File: src/rtl/fp_square.sv
// Iterative single-precision squarer: res = op*op, radix-2 shift-add mantissa multiply.
// Shares the start/done handshake, unpack/pack rules and flag outputs of the sqrt unit.
module fp_square #(
    parameter int DATA_W = 32,
    parameter int EXP_W  = 8
) (
    input  logic              clk,
    input  logic              rst,
    input  logic              start,
    output logic              done,
    input  logic [DATA_W-1:0] op,
    output logic              overflow,
    output logic              underflow,
    output logic              exception,
    output logic [DATA_W-1:0] res
);
    localparam int MAN_W     = DATA_W - EXP_W;
    localparam int END_COUNT = MAN_W + 3;
    localparam int CNT_W     = $clog2(END_COUNT + 1);
    localparam int EB_W      = EXP_W + 2;

    localparam logic [CNT_W-1:0] C_NORM = CNT_W'(MAN_W);
    localparam logic [CNT_W-1:0] C_OUT  = CNT_W'(END_COUNT - 1);
    localparam logic [CNT_W-1:0] C_END  = CNT_W'(END_COUNT);

    localparam logic signed [EB_W-1:0] BIAS_V = EB_W'((2 ** (EXP_W - 1)) - 1);
    localparam logic signed [EB_W-1:0] MAX_E  = EB_W'((2 ** EXP_W) - 1);

    logic [CNT_W-1:0]       count;
    logic [MAN_W-1:0]       mant;
    logic [EXP_W-1:0]       exp_q;
    logic                   zero_in;
    logic                   special_in;
    logic [2*MAN_W-1:0]     acc;
    logic [MAN_W-2:0]       man_n;
    logic signed [EB_W-1:0] eb_q;

    logic [MAN_W:0]         sum;
    logic                   norm;
    logic signed [EB_W-1:0] eb;
    logic [EXP_W-1:0]       op_exp;
    logic                   unused_sign;

    // Sign is irrelevant: a square is never negative.
    assign unused_sign = op[DATA_W-1];
    assign op_exp      = op[DATA_W-2 -: EXP_W];
    assign done        = (count == C_END);

    always_comb begin
        sum  = {1'b0, acc[2*MAN_W-1:MAN_W]} + (acc[0] ? {1'b0, mant} : '0);
        norm = acc[2*MAN_W-1];
        eb   = $signed({1'b0, exp_q, 1'b0})
             + $signed({{(EB_W-1){1'b0}}, norm})
             - BIAS_V;
    end

    always_ff @(posedge clk or posedge rst) begin
        if (rst) begin
            count      <= C_END;
            mant       <= '0;
            exp_q      <= '0;
            zero_in    <= 1'b0;
            special_in <= 1'b0;
            acc        <= '0;
            man_n      <= '0;
            eb_q       <= '0;
            res        <= '0;
            overflow   <= 1'b0;
            underflow  <= 1'b0;
            exception  <= 1'b0;
        end else if (start) begin
            count      <= '0;
            mant       <= {1'b1, op[MAN_W-2:0]};
            exp_q      <= op_exp;
            zero_in    <= (op_exp == '0);
            special_in <= (op_exp == '1);
            acc        <= {{MAN_W{1'b0}}, 1'b1, op[MAN_W-2:0]};
        end else if (count != C_END) begin
            count <= count + 1'b1;
            if (count < C_NORM)
                acc <= {sum, acc[MAN_W-1:1]};
            if (count == C_NORM) begin
                man_n <= norm ? acc[2*MAN_W-2 -: MAN_W-1]
                              : acc[2*MAN_W-3 -: MAN_W-1];
                eb_q  <= eb;
            end
            if (count == C_OUT) begin
                overflow  <= 1'b0;
                underflow <= 1'b0;
                exception <= 1'b0;
                if (special_in) begin
                    res       <= {1'b0, {EXP_W{1'b1}}, {(MAN_W-1){1'b0}}};
                    exception <= 1'b1;
                end else if (zero_in) begin
                    res <= '0;
                end else if (eb_q >= MAX_E) begin
                    res      <= {1'b0, {EXP_W{1'b1}}, {(MAN_W-1){1'b0}}};
                    overflow <= 1'b1;
                end else if (eb_q <= 0) begin
                    res       <= '0;
                    underflow <= 1'b1;
                end else begin
                    res <= {1'b0, eb_q[EXP_W-1:0], man_n};
                end
            end
        end
    end
endmodule
File: config.mk
export PLATFORM = sky130hd
export DESIGN_NAME = fp_square
export DESIGN_NICKNAME = d
export VERILOG_FILES = /design/src/rtl/fp_square.sv
export SDC_FILE = /design/constraint.sdc
export NUM_CORES = 1
export LEC_CHECK = 0
export BUFFER_PORTS_ARGS = -buffer_cell sky130_fd_sc_hd__buf_4
export CAP_MARGIN = 20
export CORE_AREA = 2 2 127 129
export DETAILED_ROUTE_END_ITERATION = 10
export DIE_AREA = 0 0 129 131
export GPL_ROUTABILITY_DRIVEN = 1
export PLACE_DENSITY = 0.68
export SYNTH_ARGS = -nofsm -noshare
export SYNTH_HDL_FRONTEND = slang
export SYNTH_SLANG_ARGS = --single-unit
File: constraint.sdc
create_clock -name clk -period 6.8 [get_ports clk]
set_clock_uncertainty 0.15 [all_clocks]
set_input_delay 0.34 -clock clk [delete_from_list [all_inputs] [get_ports clk]]
set_output_delay 0.34 -clock clk [all_outputs]
set_load 0.01 [all_outputs]
* Word level (Yosys, flattened, before mapping)
Index checks and enable logic that the tools add are counted.
** Storage, ports and cells
- Output and inout bits :: 36
- Input bits :: 35
- Logic and storage cells :: 50
- Register bits :: 155
** Cells by class
- $add $sub $neg :: 4
- Equal/unequal tests :: 5
- Muxes and demuxes :: 19
- $lt $le $gt $ge :: 3
- Bitwise operators :: 1
- Reduce and logical (&&, ||, !) cells :: 6
** Operators by type and width (count)
- two-way mux 48 bit :: 3
- two-way mux 31 bit :: 4
- adder 24 x 24 -> 25 bit :: 1
- two-way mux 24 bit :: 1
- two-way mux 23 bit :: 1
- == test 5 bit (second input constant) :: 3
- adder 9 x 1 -> 10 bit :: 1
- greater-or-equal comparator 10 x 9 -> 1 bit (second input constant) :: 1
- less-or-equal comparator 10 x 1 -> 1 bit (second input constant) :: 1
- two-way mux 5 bit :: 2
- subtractor 10 x 8 -> 10 bit (second input constant) :: 1
- == test 8 bit (second input constant) :: 1
- logical NOT 8 bit :: 1
- two-way mux 1 bit :: 8
- AND reduction 3 bit :: 2
- adder 5 x 1 -> 5 bit (second input constant) :: 1
- < comparator 5 bit (second input constant) :: 1
- inequality test 5 bit (second input constant) :: 1
- nonzero test 2 bit :: 2
- AND reduction 2 bit :: 1
- NOT 1 bit :: 1

* Longest topological paths before layout
Gate-level depths: netlist (run 1).
- Depth in word-level cells :: 5
- Mapped depth :: 11
- Mapped depth without buffers :: 10

* Worst setup path before layout (run 1)
Ideal clock, no wire load.
- Path type :: register -> register
- Start :: reg acc[0]
- End :: reg acc[47]
- Stages on the path, launching flop included :: 12
- Data required time :: 6.547 ns
- Library setup time :: 0.103 ns
- Data arrival time :: 2.697 ns
- Path buffers :: 1
- Clock period less this slack :: 2.950 ns
- Path slack :: 3.850 ns
- Cell sequence :: dfrtp_1 -> clkbuf_1 -> and2_1 -> ha_1 -> inv_1 -> fa_1 -> nand2b_1 -> a21o_1 -> a31oi_1 -> a211oi_1 -> o21a_1 -> o41ai_2
** On the way
- Cells in the longest elaborated chain, start to end :: 5
** Ends and longest elaborated chain
- start: declaration :: line 34 : logic [2*MAN_W-1:0] acc;
- start signal: assignment :: line 77 : acc <= {{MAN_W{1'b0}}, 1'b1, op[MAN_W-2:0]};
- start signal: assignment :: line 81 : acc <= {sum, acc[MAN_W-1:1]};
- two-way mux 24 bit :: line 50 : sum = {1'b0, acc[2*MAN_W-1:MAN_W]} + (acc[0] ? {1'b0, mant} : '0);
- adder 24 x 24 -> 25 bit :: line 50
- two-way mux 48 bit :: line 80 : if (count < C_NORM)
- two-way mux 48 bit :: line 78 : end else if (count != C_END) begin
- two-way mux 48 bit :: line 71 : end else if (start) begin
No other way between the ends. The select of a mux whose other input is x is not followed.
A chain may end at the register's enable or synchronous reset.

* Worst setup path after layout (run 1)
Ends and elaborated chain as after synthesis.

==> run metrics, run 1 <==
status finished clean; Root Driver clkbuf_16; Inserted Diodes 0; pre-CTS WS 3.307 ns; Routed WL 15950 µm; top cell type by total area after synthesis dfrtp_1; DP Wirelength 11220 µm; Post-synth ARST share 100.0%; antenna violations before repair 0; Crit Path Category reg2reg; Netlist cell types 62; Slowest Stage Delay on Critical Path 0.71 ns; synth top area cells dfrtp_1 (49%), nand2_1 (6.1%), ha_1 (4.6%); mux cell area share after synthesis 7.697%; most common cell after layout, fill and taps aside dfrtp_1; I/O Buffers 68; clk slew on worst S/H paths 0.06 ns; Crit-path slowest cell dfrtp_1; fmax 0.2886 GHz; Slew @ Worst Pin 0.8517 ns; CP max FO 25; post-synthesis compound-gate area fraction 18.04%; Worst-Skew Late Latency 0.42 ns; Avg WL per Cell 15.29 µm; Netlist Area Pre-Place 0.007656 mm²; post-synthesis adder-cell area fraction 4.837%; # setup viols final 0; die width 129 µm; Syn. warnings 0; vias in the first global route 5560; Worst EP required 6.97 ns; syn_nets 815; delay-heaviest family, CP compound AO/OA/AOI/OAI gates; xor/xnor share of the synthesized area 2.288%; fraction of layout cells with a size suffix above 1 18.38%; total track usage 20.19%; CP Launch Type flop; Seq cells post-synth 154; post-synth top area share 49.03%; Seq/Total Area, Yosys 50.40%; CORE AREA 0.01560 mm²; critical path arrival 3.63 ns; die footprint 0.01690 mm²; Die Y 131 µm; VDD IR max 0.0001798 V; power per cell area 268.8 mW/mm²; grt ovf 0; DR pass1 iterations 5; Slew HR 43.22%; Final Hold Vio Count 0; Layout area overhead 19.09%; RSZ-0062 raised after global routing no; Starting Density 49.09%; CTS tree built; I/O pin count 71; Rows 46; CTS H-tree lvls 4; GP Congestion 0.8819; # resized after CTS 0; largest family of logic cells by synthesized area compound AO/OA/AOI/OAI gates; Simple-Gate Fraction of Synth Area 13.84%; Vias 5726; max cap viols 0; Post-synth top flop dfrtp_1; DRT iter0 DRCs 297; Routed Antenna Nets 0; clk sinks 154; # DRC 0; Setup TNS Final 0 ns; clock buffer count from CTS 17; Synth Area per Inst 10.19 µm²; commonest cells after routing, fill and taps aside dfrtp_1 (150), nand2_1 (125), buf_4 (75), o21ai_0 (69), a21oi_1 (32); final worst-path cycle share 50.96%; CP cell instances and2_1, ha_1, inv_1, fa_1, nand2b_1, a21o_1, a31oi_1, a211oi_1, o21a_1, o41ai_2; CP bufs+invs 1; NumNets Final 880; fin worst setup slack 3.335 ns; post-route minimum period 3.465 ns; Max Slew Vio Count 0; Mapped Cells 751; first-pass GRT wire length 27180 µm; crit end category flop; static leakage 4.191 nW; Post-synth EDFFs 0; largest net degree at the start of global routing 98; vias per cell 5.490; clk buf depth 2; worst hold path type in2reg
==> synth_stat cells, types with 3 or more instances <==
cell and instances:
nor4_1 6, a22oi_1 25, mux2_2 31, a211oi_1 3
nor2b_1 4, clkbuf_1 33, inv_1 14, dfstp_2 4
o211ai_1 4, nand3_1 20, or3_1 9, o31ai_1 3
and2_1 25, xnor2_1 9, nand2_1 125, nor2_1 19
a22o_1 25, ha_1 28, a21o_1 12, xor2_1 11
a21oi_1 32, buf_1 4, nor3_1 5, o21a_1 4
o21ai_0 69, dfrtp_1 150, buf_2 3, nand4_1 4
mux2i_1 24, a31oi_1 3, a32o_1 5
==> layer usage <==
metal  track usage (%)  wire length, µm  vias up
met5                 0                0        -
met4             6.905              215        0
met3             4.031              638       15
met2             31.81             7356      126
met1             28.14             7738     2749
li1                  -                -     2836
==> cell families (layout without fill, tap and decap cells) <==
group | count (synthesis) | in the layout
other | 1 | 1
adder cells (fa/ha/maj) | 29 | 29
multiplexers | 55 | 55
AND/OR/NAND/NOR | 229 | 229
AO/OA/AOI/OAI | 207 | 207
buffers and inverters | 56 | 132
flip-flops | 154 | 154
XOR/XNOR | 20 | 20
==> sequential cells by signal, indices dropped and copies added, names as in the netlist <==
register,flops
acc,48
count,5
eb_q,10
exception,1
exp_q,8
man_n,23
mant,24
overflow,1
res,31
special_in,1
underflow,1
zero_in,1
==> report_power, final <==
group / leakage, nW / internal [W] / switching, W / total (W)
Clock: 0.320 / 0.000668 / 0.000367 / 0.00103
Combinational: 1.87 / 0.000162 / 0.000202 / 0.000364
Sequential: 2.00 / 0.000983 / 0.0000687 / 0.00105
==> layout make-up <==
type | instances | area, µm²
Clock inverter | 11 | 191.4
Multi-Input combinational cell | 541 | 3598
Tap cell | 216 | 270.3
Sequential cell | 154 | 3859
Inverter | 15 | 61.31
Timing Repair Buffer | 87 | 684.4
Fill cell | 1306 | 6480
Clock buffer | 19 | 452.9
==> final timing paths <==
kind | start | end | slack, ns | cells past startpoint
min reg2reg | mant[23] | mant[23] | 0.31 | 1
max reg2reg | acc[0] | acc[47] | 3.33 | 10
max | acc[0] | acc[47] | 3.33 | 10
min in group asynchronous | rst | res[5] | 0.50 | 3
max in group asynchronous | rst | acc[11] | 4.76 | 4
min | op[27] | exp_q[4] | 0.02 | 2
==> timing repair <==
item                                   in CTS  in global routing
hold buffers                               11                  0
endpoints found under the hold margin      89                  0
buffers inserted                            0                  0
==> through the flow <==
step	area (µm²)	std cells	total power, W	hold WS, ns	util [%]
finish	9117	1043	0.002451	0.01844	58.46
global placement	8352	1001	0.001409	0.2958	53.55
global route	9117	1043	0.002564	0.004636	58.46
floorplan	7656	751	0.001320	0.2772	-
CTS	9106	1042	0.002468	0.0006155	58.38
detailed placement	8352	1001	0.001425	0.3013	53.55
No activity file was read; power rests on OpenSTA's default activity.
==> inputs of run 2 (changes only) <==
==> constraint.sdc (replaced) <==
create_clock -name clk -period 3.3 [get_ports clk]
set_clock_uncertainty 0.15 [all_clocks]
set_input_delay 0.165 -clock clk [delete_from_list [all_inputs] [get_ports clk]]
set_output_delay 0.165 -clock clk [all_outputs]
set_load 0.01 [all_outputs]
==> run 2 against run 1 <==
  * Sequential share of layout area fell by 1.1 points
  * Largest power group unchanged
  * Clock power up 86%
  * Die area stayed put
  * Non-clock buffer count up 29
  * Setup slack got worse by 3.1 ns
  * Largest cell class unchanged
==> run metrics, run 2 (synthesized netlist as in run 1, its figures left out) <==
crit end category flop; P_sw 0.001344 W; static leakage 4.279 nW; GP Congestion 0.8905; critical path arrival 3.23 ns; Rows 46; DP Wirelength 11640 µm; Slew HR 49.69%; Worst EP required 3.46 ns; most common cell after layout, fill and taps aside dfrtp_1; Die Y 131 µm; Max Used Layer met4; Crit-path slowest cell a2111oi_0; minimum hold slack 0.2812 ns; DRT iter0 DRCs 334; worst hold path type in2async; RSZ-0062 raised after global routing no; clock buffer count from CTS 17; CP max FO 21; largest net degree at the start of global routing 72; Setup TNS Final 0 ns; Layout area overhead 22.23%; Met1 Wirelength 7858 µm; Pwr Total 0.004887 W; # DRC 0; fraction of layout cells with a size suffix above 1 19.00%; WL met2 7324 µm; Non-Filler Instances 1074; clk buf depth 2; max cap viols 0; Routed WL 16260 µm; CORE AREA 0.01560 mm²; commonest cells after routing, fill and taps aside dfrtp_1 (149), nand2_1 (125), buf_4 (82), o21ai_0 (69), dlygate4sd3_1 (33); final worst-path cycle share 93.15%; Root Driver clkbuf_16; NumNets Final 909; DR pass1 iterations 5; Starting Density 49.09%; CP Launch Type flop; clock share of power 39.4%; die width 129 µm; Placed Cells 1009; Top reg by flops acc; R2R cell count 8; Combinational Power Share 16.2%; CTS tree built; status finished clean; Reg power frac 44.4%; fmax 0.3253 GHz; Max Slew Vio Count 0; Crit Path Category reg2reg; vias in the first global route 5700; Vias 5901; # setup viols final 0; total track usage 20.74%; CTS H-tree lvls 4; clk slew on worst S/H paths 0.06 ns; max reg flops 48; Largest regs acc: 48 flops, res: 31 flops, mant: 24 flops; Final Hold Vio Count 0; post-route minimum period 3.074 ns; Worst-Skew Late Latency 0.43 ns; Avg WL per Cell 15.14 µm; Met3 Wirelength 756 µm; Slew @ Worst Pin 0.7531 ns; VDD IR max 0.0003456 V; grt ovf 0; Slowest Stage Delay on Critical Path 0.58 ns; clk sinks 154; CP cell instances and2_1, ha_1, nand3_1, o211ai_2, nand4_1, a2111oi_0, o21ai_0, a32o_1; first-pass GRT wire length 27730 µm; die footprint 0.01690 mm²; power per cell area 522.3 mW/mm²; Inserted Diodes 0; vias per cell 5.494; Routed Antenna Nets 0; Power Internal 0.003543 W; I/O pin count 71; I/O Buffers 68; antenna violations before repair 0; Switching Fraction 27.51%
==> run 2: changes by cell type in the layout (fill, tap and decap cells not counted), moves of 2 or more <==
cell / before / now
buf_4: 75 / 82
clkinv_4: 0 / 3
bufinv_16: 5 / 2
clkinvlp_4: 0 / 5
inv_6: 4 / 2
dlygate4sd3_1: 11 / 33
==> run 2: metrics by stage <==
step                      setup slack, ns  instance area, µm²  utilization (%)
after floorplan                    0.3499                7660                -
after global placement             0.2625                8423            54.00
after detailed placement           0.1833                8423            54.00
after CTS                          0.1524                9350            59.95
after global routing              0.06094                9358            60.00
final                              0.2262                9358            60.00
==> run 2: final cells by class <==
type | count | area [µm²]
Clock buffer | 19 | 452.9
Clock inverter | 13 | 143.9
Fill cell | 1290 | 6240
Inverter | 15 | 60.06
Multi-Input combinational cell | 541 | 3605
Sequential cell | 154 | 3860
Tap cell | 216 | 270.3
Timing Repair Buffer | 116 | 965.9
==> run 2: what timing repair did <==
action	in CTS	in global routing
setup buffers	0	0
endpoints found under the setup margin	0	8
gates resized for setup	0	3
hold buffers	33	0
endpoints found under the hold margin	95	0
==> run 2: path summary, 6_finish.rpt <==
check / start / endpoint / slack (ns)
worst max-delay path: acc[0] / acc[46] / 0.23
worst min-delay path: rst / res[29] / 0.28
worst max register to register: acc[0] / acc[46] / 0.23
worst min register to register: mant[23] / mant[23] / 0.31
max in group asynchronous: rst / acc[44] / 1.67
min in group clk: mant[23] / mant[23] / 0.31
==> run 2: worst max-delay path, delay by kind of cell, from the launching register on <==
| family | cells | cell delay, ns |
|---|---|---|
| flops | 1 | 0.51 |
| compound gates | 4 | 1.26 |
| fa+ha+maj | 1 | 0.37 |
| simple gates | 3 | 0.66 |
==> run 2: power groups by stage <==
| stage | registers [W] | logic, W | clock network, W |
|---|---|---|---|
| 2_1_floorplan | 0.00214 | 0.000576 | 0 |
| 3_3_place_gp | 0.00219 | 0.000725 | 0 |
| 3_5_place_dp | 0.00220 | 0.000751 | 0 |
| 4_1_cts | 0.00217 | 0.000787 | 0.00197 |
| 5_1_grt | 0.00219 | 0.000895 | 0.00206 |
| 6_report | 0.00217 | 0.000791 | 0.00192 |
==> run 2: routing by layer <==
metal  track usage, %  vias up
met2            32.31      161
met4            7.225        0
li1                 -     2908
met3            4.642       35
met5                0        -
met1            28.89     2797
==> inputs of run 3 (changes only) <==
--- a/config.mk
+++ b/config.mk
@@ -7,11 +7,10 @@
 export LEC_CHECK = 0
 export BUFFER_PORTS_ARGS = -buffer_cell sky130_fd_sc_hd__buf_4
 export CAP_MARGIN = 20
-export CORE_AREA = 2 2 127 129
+export CORE_AREA = 2 2 143 201
 export DETAILED_ROUTE_END_ITERATION = 10
-export DIE_AREA = 0 0 129 131
+export DIE_AREA = 0 0 145 203
 export GPL_ROUTABILITY_DRIVEN = 1
-export PLACE_DENSITY = 0.68
 export SYNTH_ARGS = -nofsm -noshare
 export SYNTH_HDL_FRONTEND = slang
 export SYNTH_SLANG_ARGS = --single-unit
==> run 3 against run 2 <==
  * Global-route usage down 9.0 points
  * Design area grew 2.2%
  * Non-clock buffer count up 4
  * Worst hold slack lost 0.0070 ns
  * Sequential cell count did not move
  * Via count is 3.8% lower
  * First-iteration DRC count shrank 15%
  * Sequential power hardly changed
  * Utilization decreased by 25 points
  * Die area rose by 74%
  * Critical path type unchanged
  * Largest cell class unchanged
==> run metrics, run 3 (synthesized netlist as in run 1, its figures left out) <==
# DRC 0; fraction of layout cells with a size suffix above 1 19.14%; static leakage 4.299 nW; GP Congestion 0.8195; first-pass GRT wire length 28410 µm; CP bufs+invs 1; CP max FO 19; final worst-path cycle share 93.83%; Setup TNS Final 0 ns; max reg flops 48; Inserted Diodes 0; Die Y 203 µm; post-route minimum period 3.096 ns; total track usage 11.73%; Slowest Stage Delay on Critical Path 0.54 ns; grt ovf 0; Max Slew Vio Count 0; critical path arrival 3.25 ns; Starting Density 27.86%; Crit Path Category reg2reg; max cap viols 0; CORE AREA 0.02748 mm²; DR pass1 iterations 4; status finished clean; commonest cells after routing, fill and taps aside dfrtp_1 (150), nand2_1 (125), buf_4 (85), o21ai_0 (69), dlygate4sd3_1 (33); RSZ-0062 raised after global routing no; vias per cell 4.606; antenna violations before repair 0; CTS H-tree lvls 4; CTS tree built; Avg WL per Cell 13.48 µm; crit end category flop; post-CTS setup buffers 0; Worst EP required 3.45 ns; DP Wirelength 11960 µm; clk buf depth 2; Crit-path slowest cell dfrtp_1; most common cell after layout, fill and taps aside dfrtp_1; Pwr Total 0.004848 W; VDD IR max 0.0003400 V; CP cell instances and2_1, ha_1, nand3_1, o211ai_2, nand4_1, buf_4, a211oi_1, o21ai_0, a32o_1; Slew HR 50.11%; NumNets Final 913; vias in the first global route 5686; Non-Filler Instances 1232; CP Launch Type flop; Vias 5674; fmax 0.3229 GHz; worst hold path type in2async; Post-Route Utilization 34.82%; Final Hold Vio Count 0; clock buffer count from CTS 17; Worst-Skew Late Latency 0.42 ns; power per cell area 506.6 mW/mm²; I/O Buffers 68; Layout area overhead 24.97%; Routed WL 16600 µm; Routed Antenna Nets 0; die width 145 µm; Root Driver clkbuf_16; delay-heaviest family, CP compound AO/OA/AOI/OAI gates; Slew @ Worst Pin 0.7468 ns; I/O pin count 71; Top reg by flops acc; DRT iter0 DRCs 283; Largest regs acc: 48 flops, res: 31 flops, mant: 24 flops; # setup viols final 0; Rows 72; Placed Cells 1167; clk slew on worst S/H paths 0.07 ns; die footprint 0.02944 mm²; clk sinks 154; largest net degree at the start of global routing 74
[run 3: final timing paths]
| path | from | end | slack [ns] | depth (start not counted) |
|---|---|---|---|---|
| setup / recovery | acc[0] | acc[38] | 0.20 | 9 |
| hold / removal | rst | res[4] | 0.27 | 3 |
| setup reg to reg | acc[0] | acc[38] | 0.20 | 9 |
| hold reg to reg | acc[12] | acc[11] | 0.31 | 2 |
| max in group asynchronous | rst | mant[23] | 1.91 | 4 |
| min in group clk | acc[12] | acc[11] | 0.31 | 2 |
[run 3: where the power goes]
part / switching (W) / internal, W / leakage (nW)
clock network: 0.000825 / 0.00108 / 0.278
logic: 0.000418 / 0.000372 / 2.02
registers: 0.000131 / 0.00203 / 2.00
[run 3: per-stage QoR]
step,area [µm²],setup WS (ns),hold slack [ns]
global route,9568,0.006392,0.3343
global placement,8658,0.2557,0.1795
CTS,9565,0.2048,0.2927
detailed placement,8658,0.2150,0.1856
floorplan,7660,0.3499,0.1496
finish,9568,0.2035,0.2743
[run 3: routing by layer]
metal | up-vias | global-route usage [%] | wire length (µm)
met4 | 0 | 4.173 | 261
li1 | 2905 | - | -
met1 | 2678 | 14.40 | 7447
met5 | - | 0 | 0
met3 | 15 | 1.888 | 377
met2 | 76 | 20.83 | 8518
[run 3: tightest hold or removal path, delay by kind of cell]
| family | cells | cell delay, ns |
|---|---|---|
| buffers and inverters | 3 | 1.16 |
[run 3: layout make-up]
cell class	count	area, µm²
Fill cell	2761	17910
Sequential cell	154	3859
Multi-Input combinational cell	541	3601
Timing Repair Buffer	120	1008
Tap cell	370	462.9
Clock buffer	18	439.2
Clock inverter	14	137.6
Inverter	15	60.06
[run 3: what timing repair did]
item                                   CTS  global route
setup endpoints to repair                0             2
hold buffers                            33             0
gates resized for setup                  0             2
endpoints found under the hold margin   91             0
